`src/rtl/tape_ear_conditioner_if.sv`:
```
// Signal bundle between the tape ADC front end and the EAR conditioner.
// The ADC side drives the sample and valid flag; the conditioner returns the cleaned EAR level and status.
interface tape_ear_conditioner_if;
    logic        adc_din;
    logic        adc_active;
    logic        ear_o;
    logic        active_o;
    logic        edge_o;
    logic [11:0] period_o;

    modport master (
        output adc_din, adc_active,
        input  ear_o, active_o, edge_o, period_o
    );

    modport slave (
        input  adc_din, adc_active,
        output ear_o, active_o, edge_o, period_o
    );
endinterface

```
`src/rtl/tape_ear_conditioner.sv`:
```
// Tape EAR conditioner: glitch-filters the ADC comparator bit and measures its half-periods.
// It only passes the level through to the core once a run of plausible tape edges has been seen.
//
// state  | meaning
// IDLE   | no tape signal; ear output forced low
// TRACK  | edges seen, counting consecutive qualifying half-periods
// LOCKED | tape signal accepted; ear follows the filtered level
module tape_ear_conditioner #(
    parameter int CLK_RATE    = 28000000,
    parameter int FILT_BITS   = 4,
    parameter int MIN_HALF_US = 100,
    parameter int MAX_HALF_US = 2000,
    parameter int ACT_EDGES   = 16,
    parameter int HOLD_MS     = 500
) (
    input  logic                   clk_sys,
    input  logic                   reset,
    tape_ear_conditioner_if.slave  bus
);
    localparam int DIV        = CLK_RATE / 1000000;
    localparam int PW         = (DIV > 1) ? $clog2(DIV) : 1;
    localparam int HOLD_TICKS = HOLD_MS * 1000;
    localparam int HW         = $clog2(HOLD_TICKS + 1);
    localparam int QW         = $clog2(ACT_EDGES + 1);

    localparam logic [FILT_BITS-1:0] INT_MAX = '1;
    localparam logic [11:0]          MIN_C   = 12'(MIN_HALF_US);
    localparam logic [11:0]          MAX_C   = 12'(MAX_HALF_US);
    localparam logic [HW-1:0]        HOLD_C  = HW'(HOLD_TICKS);
    localparam logic [QW-1:0]        ACT_C   = QW'(ACT_EDGES);

    typedef enum logic [1:0] {IDLE, TRACK, LOCKED} state_t;

    state_t               state, state_nxt;
    logic [PW-1:0]        pre_cnt;
    logic                 tick;
    logic [FILT_BITS-1:0] integ, integ_nxt;
    logic                 filt, filt_nxt, filt_chg;
    logic                 s;
    logic [11:0]          hp_cnt, period_q;
    logic [HW-1:0]        hold_cnt;
    logic                 timeout;
    logic [QW-1:0]        qcnt, qcnt_nxt;
    logic                 qual;
    logic                 edge_q, active_q, ear_q;

    assign tick    = (pre_cnt == PW'(DIV - 1));
    assign s       = bus.adc_din & bus.adc_active;
    assign timeout = (hold_cnt == HOLD_C);
    assign qual    = filt_chg && (hp_cnt >= MIN_C) && (hp_cnt <= MAX_C);

    always_ff @(posedge clk_sys or posedge reset) begin
        if (reset)     pre_cnt <= '0;
        else if (tick) pre_cnt <= '0;
        else           pre_cnt <= pre_cnt + 1'b1;
    end

    // filt is derived from the next integrator value so both update on the same tick
    always_comb begin
        integ_nxt = integ;
        if (tick) begin
            if (s && integ != INT_MAX)      integ_nxt = integ + 1'b1;
            else if (!s && integ != '0)     integ_nxt = integ - 1'b1;
        end
        filt_nxt = filt;
        if (integ_nxt == INT_MAX)   filt_nxt = 1'b1;
        else if (integ_nxt == '0)   filt_nxt = 1'b0;
        filt_chg = (filt_nxt != filt);
    end

    always_comb begin
        state_nxt = state;
        qcnt_nxt  = qcnt;
        case (state)
            IDLE: begin
                if (filt_chg) begin
                    state_nxt = TRACK;
                    qcnt_nxt  = '0;
                end
            end
            TRACK: begin
                if (qual) begin
                    if (qcnt != ACT_C) qcnt_nxt = qcnt + 1'b1;
                    if (qcnt_nxt == ACT_C) state_nxt = LOCKED;
                end else if (timeout) begin
                    state_nxt = IDLE;
                end else if (filt_chg) begin
                    qcnt_nxt = '0;
                end
            end
            LOCKED: begin
                if (!qual && timeout) state_nxt = IDLE;
            end
            default: state_nxt = IDLE;
        endcase
        if (!bus.adc_active) begin
            state_nxt = IDLE;
            qcnt_nxt  = '0;
        end
    end

    always_ff @(posedge clk_sys or posedge reset) begin
        if (reset) begin
            state    <= IDLE;
            integ    <= '0;
            filt     <= 1'b0;
            qcnt     <= '0;
            hp_cnt   <= '0;
            period_q <= '0;
            hold_cnt <= '0;
            edge_q   <= 1'b0;
            active_q <= 1'b0;
            ear_q    <= 1'b0;
        end else begin
            state <= state_nxt;
            integ <= integ_nxt;
            filt  <= filt_nxt;
            qcnt  <= qcnt_nxt;
            // a level change swallows a coincident tick: the new half-period starts at 0
            if (filt_chg) begin
                period_q <= hp_cnt;
                hp_cnt   <= '0;
            end else if (tick && hp_cnt != 12'hFFF) begin
                hp_cnt <= hp_cnt + 1'b1;
            end
            if (qual || state_nxt != state)  hold_cnt <= '0;
            else if (tick && !timeout)       hold_cnt <= hold_cnt + 1'b1;
            edge_q   <= filt_chg;
            active_q <= (state_nxt == LOCKED);
            ear_q    <= (state == LOCKED) && filt;
        end
    end

    assign bus.ear_o    = ear_q;
    assign bus.active_o = active_q;
    assign bus.edge_o   = edge_q;
    assign bus.period_o = period_q;
endmodule

```
`src/flat_wrapper.sv`:
```
// flat-port wrapper written by rule: the top's interface ports become plain ports
module tape_ear_conditioner_flat 
#(
    parameter int CLK_RATE    = 28000000,
    parameter int FILT_BITS   = 4,
    parameter int MIN_HALF_US = 100,
    parameter int MAX_HALF_US = 2000,
    parameter int ACT_EDGES   = 16,
    parameter int HOLD_MS     = 500
)
  (clk_sys, reset, bus_adc_din, bus_adc_active, bus_ear_o, bus_active_o, bus_edge_o, bus_period_o);
  tape_ear_conditioner_if bus_i ();
  input  logic clk_sys;
  input  logic reset;
  input wire logic [$bits(bus_i.adc_din)-1:0] bus_adc_din;
  input wire logic [$bits(bus_i.adc_active)-1:0] bus_adc_active;
  output wire logic [$bits(bus_i.ear_o)-1:0] bus_ear_o;
  output wire logic [$bits(bus_i.active_o)-1:0] bus_active_o;
  output wire logic [$bits(bus_i.edge_o)-1:0] bus_edge_o;
  output wire logic [$bits(bus_i.period_o)-1:0] bus_period_o;
  assign bus_i.adc_din = bus_adc_din;
  assign bus_i.adc_active = bus_adc_active;
  assign bus_ear_o = bus_i.ear_o;
  assign bus_active_o = bus_i.active_o;
  assign bus_edge_o = bus_i.edge_o;
  assign bus_period_o = bus_i.period_o;
  tape_ear_conditioner #(.CLK_RATE(CLK_RATE), .FILT_BITS(FILT_BITS), .MIN_HALF_US(MIN_HALF_US), .MAX_HALF_US(MAX_HALF_US), .ACT_EDGES(ACT_EDGES), .HOLD_MS(HOLD_MS)) u_core (.clk_sys(clk_sys), .reset(reset), .bus(bus_i));
endmodule
```
`config.mk`:
```
export PLATFORM = sky130hd
export DESIGN_NAME = tape_ear_conditioner_flat
export DESIGN_NICKNAME = d
export VERILOG_FILES = /design/src/rtl/tape_ear_conditioner_if.sv /design/src/rtl/tape_ear_conditioner.sv /design/src/flat_wrapper.sv
export SDC_FILE = /design/constraint.sdc
export NUM_CORES = 1
export LEC_CHECK = 0
export CAP_MARGIN = 25
export CORE_ASPECT_RATIO = 1.4
export CORE_MARGIN = 2
export CORE_UTILIZATION = 54
export DETAILED_ROUTE_END_ITERATION = 7
export PLACE_DENSITY_LB_ADDON = 0.08
export REMOVE_ABC_BUFFERS = 1
export SYNTH_ARGS = -nofsm -noshare
export SYNTH_HDL_FRONTEND = slang
export SYNTH_SLANG_ARGS = --single-unit
export TNS_END_PERCENT = 100
```
`constraint.sdc`:
```
create_clock -name clk_sys -period 5.7 [get_ports clk_sys]
set_clock_uncertainty 0.15 [all_clocks]
set_input_delay 0.855 -clock clk_sys [delete_from_list [all_inputs] [get_ports clk_sys]]
set_output_delay 0.855 -clock clk_sys [all_outputs]
set_load 0.01 [all_outputs]
```
# ---- After elaboration in Yosys (flattened, before gate mapping)
# Index checks and enable logic that the tools add are counted.
dict set report totals {
  ff_bits 63
  latchBits 0
  mem_bits_rw 0
  romBits 0
  in_bits 4
  out_inout_bits 15
  word_cells 77
  n_memories 0
}
dict set report op_classes {
  add_sub_neg 6
  multipliers 0
  div 0
  magnitude_cmp 2
  n_eq_ne 14
  shift 0
  mux 25
  n_bitwise 1
  n_reduce_logical 18
}
# op count
set ops {}
lappend ops {{2-to-1 mux 5 bit} 8}
lappend ops {{2-to-1 mux 19 bit} 2}
lappend ops {{2-to-1 mux 12 bit} 2}
lappend ops {{adder 19 x 1 -> 19 bit, second input constant} 1}
lappend ops {{equality test 19 bit, second input constant} 1}
lappend ops {{adder 12 x 1 -> 12 bit, second input constant} 1}
lappend ops {{>= comparator 12 x 7 -> 1 bit, second input constant} 1}
lappend ops {{<= comparator 12 x 11 -> 1 bit, second input constant} 1}
lappend ops {{2-to-1 mux 2 bit} 6}
lappend ops {{2-to-1 mux 4 bit} 3}
lappend ops {{!= test 12 bit, second input constant} 1}
lappend ops {{adder 5 x 1 -> 5 bit, second input constant} 2}
lappend ops {{equality test 5 bit, second input constant} 2}
lappend ops {{case mux 5 bit (2 select lines)} 1}
lappend ops {{logical AND 1 bit} 8}
lappend ops {{!= test 4 bit, second input constant} 2}
lappend ops {{case mux 2 bit (3 select lines)} 1}
lappend ops {{!= test 5 bit, second input constant} 1}
lappend ops {{adder 4 x 1 -> 4 bit, second input constant} 1}
lappend ops {{equality test 2 bit, second input constant} 2}
lappend ops {{equality test 4 bit, second input constant} 1}
lappend ops {{zero test 4 bit} 1}
lappend ops {{nonzero test 2 bit} 2}
lappend ops {{nonzero test 4 bit} 1}
lappend ops {{11 further kinds} 14}

# ---- Longest topological paths before layout
dict set report depth {
  depth_word 22
  depth_mapped 12
  depth_no_buf 10
}

# ---- Worst setup path after synthesis
# OpenSTA, ideal clock, no wires.
dict set report synth_timing {
  path_kind {input to register}
  from {input bus_adc_din}
  to {register u_core.hold_cnt[0]}
  setup_ps 142
  arrival_ps 2844
  t_required_ps 5408
  setup_slack_ps 2564
  stages 10
  path_buffers 3
  path_cell_list {buf_2 and4_1 a32oi_1 o211ai_1 or4_1 o22a_1 buf_6 a21oi_4 buf_8 nor3_2}
}
dict set report synth_via {
  elab_chain_cells 20
  elab_cells_between_ends 25
  cone_classes {3 x eq/ne; 11 x mux; 1 x bitwise; 10 x reduce/logical}
}
# item line_no
set synth_lines {}
lappend synth_lines {{start: declaration} flat_wrapper.sv:15} ;# input wire logic [$bits(bus_i.adc_din)-1:0] bus_adc_din;
lappend synth_lines {{bitwise AND 1 bit (*)} tape_ear_conditioner.sv:48} ;# assign s = bus.adc_din & bus.adc_active;
lappend synth_lines {{zero test 1 bit} tape_ear_conditioner.sv:63} ;# else if (!s && integ != '0) integ_nxt = integ - 1'b1;
lappend synth_lines {{logical AND 1 bit} tape_ear_conditioner.sv:63}
lappend synth_lines {{2-to-1 mux 4 bit} tape_ear_conditioner.sv:63}
lappend synth_lines {{2-to-1 mux 4 bit (*)} tape_ear_conditioner.sv:62} ;# if (s && integ != INT_MAX) integ_nxt = integ + 1'b1;
lappend synth_lines {{2-to-1 mux 4 bit (*)} tape_ear_conditioner.sv:61} ;# if (tick) begin
lappend synth_lines {{via u_core.integ_nxt[0]} tape_ear_conditioner.sv:37} ;# logic [FILT_BITS-1:0] integ, integ_nxt;
lappend synth_lines {{zero test 4 bit} tape_ear_conditioner.sv:67} ;# else if (integ_nxt == '0) filt_nxt = 1'b0;
lappend synth_lines {{[... 5 more ...]} -}
lappend synth_lines {{zero test 1 bit} tape_ear_conditioner.sv:92} ;# if (!qual && timeout) state_nxt = IDLE;
lappend synth_lines {{logical AND 1 bit} tape_ear_conditioner.sv:92}
lappend synth_lines {{2-to-1 mux 2 bit} tape_ear_conditioner.sv:92}
lappend synth_lines {{case mux 2 bit (3 select lines)} tape_ear_conditioner.sv:74} ;# case (state)
lappend synth_lines {{2-to-1 mux 2 bit} tape_ear_conditioner.sv:96} ;# if (!bus.adc_active) begin
lappend synth_lines {{!= test 2 bit} tape_ear_conditioner.sv:126} ;# if (qual || state_nxt != state) hold_cnt <= '0;
lappend synth_lines {{logical OR 1 bit (*)} tape_ear_conditioner.sv:126}
lappend synth_lines {{2-to-1 mux 19 bit or nonzero test 2 bit (tied branches)} -}
lappend synth_lines {{end signal: assignment} tape_ear_conditioner.sv:127} ;# else if (tick && !timeout) hold_cnt <= hold_cnt + 1'b1;
lappend synth_lines {{end: declaration} tape_ear_conditioner.sv:41} ;# logic [HW-1:0] hold_cnt;
# The timed path passes the listed nets; every way through them passes the cells marked *.
# A chain may end at the register's enable or synchronous reset.

# ---- Final worst setup path
dict set report layout_timing {
  from {input bus_adc_active}
  to {register u_core.state[1]}
}
dict set report layout_via {
  elab_chain_cells 17
  elab_cells_between_ends 21
  cone_classes {2 x eq/ne; 10 x mux; 1 x bitwise; 8 x reduce/logical}
}
# item line_no
set layout_lines {}
lappend layout_lines {{start: declaration} flat_wrapper.sv:16} ;# input wire logic [$bits(bus_i.adc_active)-1:0] bus_adc_active;
lappend layout_lines {{bitwise AND 1 bit} tape_ear_conditioner.sv:48}
lappend layout_lines {{zero test 1 bit} tape_ear_conditioner.sv:63}
lappend layout_lines {{logical AND 1 bit} tape_ear_conditioner.sv:63}
lappend layout_lines {{2-to-1 mux 4 bit} tape_ear_conditioner.sv:63}
lappend layout_lines {{2-to-1 mux 4 bit} tape_ear_conditioner.sv:62}
lappend layout_lines {{2-to-1 mux 4 bit} tape_ear_conditioner.sv:61}
lappend layout_lines {{zero test 4 bit} tape_ear_conditioner.sv:67}
lappend layout_lines {{2-to-1 mux 1 bit} tape_ear_conditioner.sv:67}
lappend layout_lines {{2-to-1 mux 1 bit} tape_ear_conditioner.sv:66} ;# if (integ_nxt == INT_MAX) filt_nxt = 1'b1;
lappend layout_lines {{!= test 1 bit} tape_ear_conditioner.sv:68} ;# filt_chg = (filt_nxt != filt);
lappend layout_lines {{logical AND 1 bit (2 in series)} tape_ear_conditioner.sv:50} ;# assign qual = filt_chg && (hp_cnt >= MIN_C) && (hp_cnt <= MAX_C);
lappend layout_lines {{zero test 1 bit} tape_ear_conditioner.sv:92}
lappend layout_lines {{logical AND 1 bit} tape_ear_conditioner.sv:92}
lappend layout_lines {{2-to-1 mux 2 bit} tape_ear_conditioner.sv:92}
lappend layout_lines {{case mux 2 bit (3 select lines)} tape_ear_conditioner.sv:74}
lappend layout_lines {{2-to-1 mux 2 bit (*)} tape_ear_conditioner.sv:96}
lappend layout_lines {{via u_core.state_nxt[1]} tape_ear_conditioner.sv:34} ;# state_t state, state_nxt;
lappend layout_lines {{end signal: assignment} tape_ear_conditioner.sv:115} ;# state <= state_nxt;
lappend layout_lines {{end: declaration} tape_ear_conditioner.sv:34}
# Marks and branches as above.

==> results.json <==
{
  "status": "finished, final reports clean",
  "worst_slew_pin_slew_ns": 0.9894,
  "cts_buffer_depth": 2,
  "hp-class": "flop to flop",
  "fin_cells": 442,
  "cts_tree": "built",
  "fin_crit_sh_pct": 76.18,
  "ys.flop_type": "dfrtp_1",
  "n_fill_cell": 548,
  "pwr_density_cell_mw_per_mm2": 235.4,
  "cts_htree_levels": 3,
  "dr.pass1.iters": 4,
  "timing.max_cap.violations": 0,
  "cts_resized": 0,
  "ant_nets": 0,
  "grt_overflow": 0,
  "die_w_microns": 72.28,
  "ir_drop_v": 0.0002234,
  "viasPerCell": 5.796,
  "p_leak_nw": 1.721,
  "port_buffers": 18,
  "n_antenna_cell": 0,
  "grt.total_usage_pct": 21.12,
  "cts_setup_buffers": 0,
  "syn2layout_area_growth_pct": 12.11,
  "cts_sinks": 63,
  "core_area_sq_mm": 0.006254,
  "design.portCount": 19,
  "cts_made_buffers": 9,
  "synth_cell_types": 59,
  "layout_common_cells": "dfrtp_1 (63), nor2_1 (27), nand2_1 (24), nand3_1 (22), xor2_1 (21)",
  "fin_crit_ns": 4.342,
  "relSlewSlack_pct": 34.04,
  "grt_pass1_vias": 2618,
  "clock.fmax_mhz": 230.3,
  "die_h_microns": 99.59,
  "syn_inst": 345,
  "multi_input_area_sq_mm": 0.001789,
  "drive_above_1_share_pct": 13.24,
  "hold_buffers": 0,
  "ys_ff_latch": 63,
  "cp-start-kind": "input pin",
  "crit_type": "input pin to flop",
  "syn-cell-area_sq_mm": 0.003525,
  "placed_cells": 426,
  "placed_area_sq_mm": 0.003730,
  "seqCellArea_sq_mm": 0.001577,
  "clockRootBuffer": "clkbuf_8",
  "antenna_found_initial": 0,
  "drt-total-wl_mm": 6.760,
  "critPathArrivalTime_ns": 4.40,
  "die_area_sq_mm": 0.007198,
  "synth_warnings": 0,
  "grt_max_degree": 64,
  "seq_power_share_pct": 48.7,
  "place_hpwl_mm": 4.618,
  "netSwitchingPower_w": 0.0002164,
  "grt_pass1_wl_mm": 12.07,
  "start_util_pct": 56.36,
  "syn_avg_cell_area_sq_um": 10.22,
  "nets": 378,
  "wl_per_cell_microns": 15.29,
  "place_congestion": 0.8056,
  "fin_tns_setup_ns": 0,
  "clock_latency_ns": 0.34,
  "hold_viol": 0,
  "power.internal_w": 0.0007137,
  "cts.clk_slew.worst_paths_ns": 0.07,
  "power_frac_comb_pct": 5.1,
  "via_count": 2562,
  "power_w": 0.0009301,
  "required_ns": 5.76,
  "synth_seq_area_share_pct": 44.73,
  "clkPwrFrac_pct": 46.2,
  "finish.instance_area_sq_mm": 0.003951,
  "final-max-slew-violation-count": 0,
  "drtIter0Drc": 114,
  "rows": 34,
  "synth_edf_count": 0,
  "switching_share_pct": 23.27,
  "ys_async_sr_fraction_pct": 100.0,
  "drcViolationCount": 0,
  "finalSetupViolCount": 0,
  "path_max_fanout": 21,
  "end_kind": "flop",
  "rsz0062_at_grt": "no",
  "final_common_cell": "dfrtp_1"
}
==> synth_stat cells (3+ instances only) <==
library cell / count / area share, %
dfrtp_1: 63 / 45
nor2_1: 27 / 2.9
nand2_1: 24 / 2.6
nand3_1: 22 / 3.1
xor2_1: 21 / 5.2
inv_1: 20 / 2.1
xnor2_1: 14 / 3.5
nor3_1: 13 / 1.8
nor3_2: 10 / 2.8
ha_1: 9 / 3.2
mux2_4: 9 / 3.8
a21oi_1: 8 / 1.1
o21ai_0: 8 / 1.1
and3_1: 6 / 1.1
nand4_1: 6 / 1.1
o211ai_1: 6 / 1.3
and4_1: 5 / 1.2
nor4b_1: 5 / 1.2
buf_2: 4 / 0.57
a21o_1: 3 / 0.64
a31oi_1: 3 / 0.53
and2_1: 3 / 0.53
buf_6: 3 / 0.96
clkbuf_1: 3 / 0.32
mux2_2: 3 / 0.96
nor4_1: 3 / 0.53
o21a_1: 3 / 0.64
==> cell families (layout without fill, tap and decap cells) <==
kind of cell,Yosys count,after routing,synth area share [%]
xor gates and xnor gates,35,35,8.697
buffers and inverters,32,57,4.508
DFF,63,63,44.73
AOI/OAI and AO/OA,51,51,10.79
and+or+nand+nor,142,142,23.00
muxes,13,13,5.076
adders and majority gates,9,9,3.195
==> worst paths after layout <==
path                                   start                      to  slack [ns]  cells past startpoint
min in group asynchronous              reset      u_core.hold_cnt[9]        0.90                      3
max reg2reg                  u_core.integ[1]         u_core.state[1]        1.94                     10
min reg2reg                u_core.pre_cnt[0]       u_core.pre_cnt[0]        0.31                      1
max in group asynchronous              reset  u_core.bus.period_o[9]        3.95                      3
min                        u_core.pre_cnt[0]       u_core.pre_cnt[0]        0.31                      1
max                           bus_adc_active         u_core.state[1]        1.36                      9
==> power groups by stage <==
| stage | logic, W | registers (W) | clock network (W) |
|---|---|---|---|
| 2_1_floorplan | 0.0000355 | 0.000460 | 0 |
| 3_3_place_gp | 0.0000476 | 0.000462 | 0 |
| 3_5_place_dp | 0.0000483 | 0.000461 | 0 |
| 4_1_cts | 0.0000485 | 0.000453 | 0.000441 |
| 5_1_grt | 0.0000546 | 0.000453 | 0.000460 |
| 6_report | 0.0000474 | 0.000453 | 0.000430 |
==> sequential cells by signal (all words and copies together) (netlist names) <==
register,count
u_core.hold_cnt,19
u_core.bus.period_o,12
u_core.hp_cnt,12
u_core.pre_cnt,5
u_core.qcnt,5
u_core.integ,4
u_core.state,2
u_core.bus.active_o,1
u_core.bus.ear_o,1
u_core.bus.edge_o,1
u_core.filt,1
==> cell type report <==
type / count / area share [%]
clock inverters: 7 / 2.470
clock buffers: 9 / 3.135
repair buffers: 20 / 4.940
inverters: 21 / 1.995
multi-input cells: 250 / 45.28
well taps: 72 / 2.280
flip-flops and latches: 63 / 39.90
==> per-layer routing <==
| layer | global-route usage [%] | routed length, microns | vias up |
|---|---|---|---|
| li1 | - | - | 1278 |
| met1 | 26.34 | 3018 | 1246 |
| met2 | 35.85 | 3494 | 31 |
| met3 | 4.762 | 166 | 7 |
| met4 | 6.821 | 80 | 0 |
| met5 | 0 | 0 | - |
==> through the flow <==
stage	utilization (%)	setup slack, ns	hold WS, ns
2_1_floorplan	-	2.264	0.2831
3_3_place_gp	59.64	1.123	0.2973
3_5_place_dp	59.64	0.8954	0.3088
4_1_cts	63.19	1.270	0.3196
5_1_grt	63.19	0.9544	0.3467
6_report	63.19	1.358	0.3141
==> worst max-delay path, cell delays in order <==
cell             delay, ns
clkdlybuf4s50_1       0.67
a2111oi_2             0.52
a31oi_1               0.08
o21a_1                0.21
o211ai_1              0.20
o22a_1                0.84
inv_2                 0.38
a2111oi_1             0.52
o41ai_1               0.11
(Power assumes the default switching activity.)
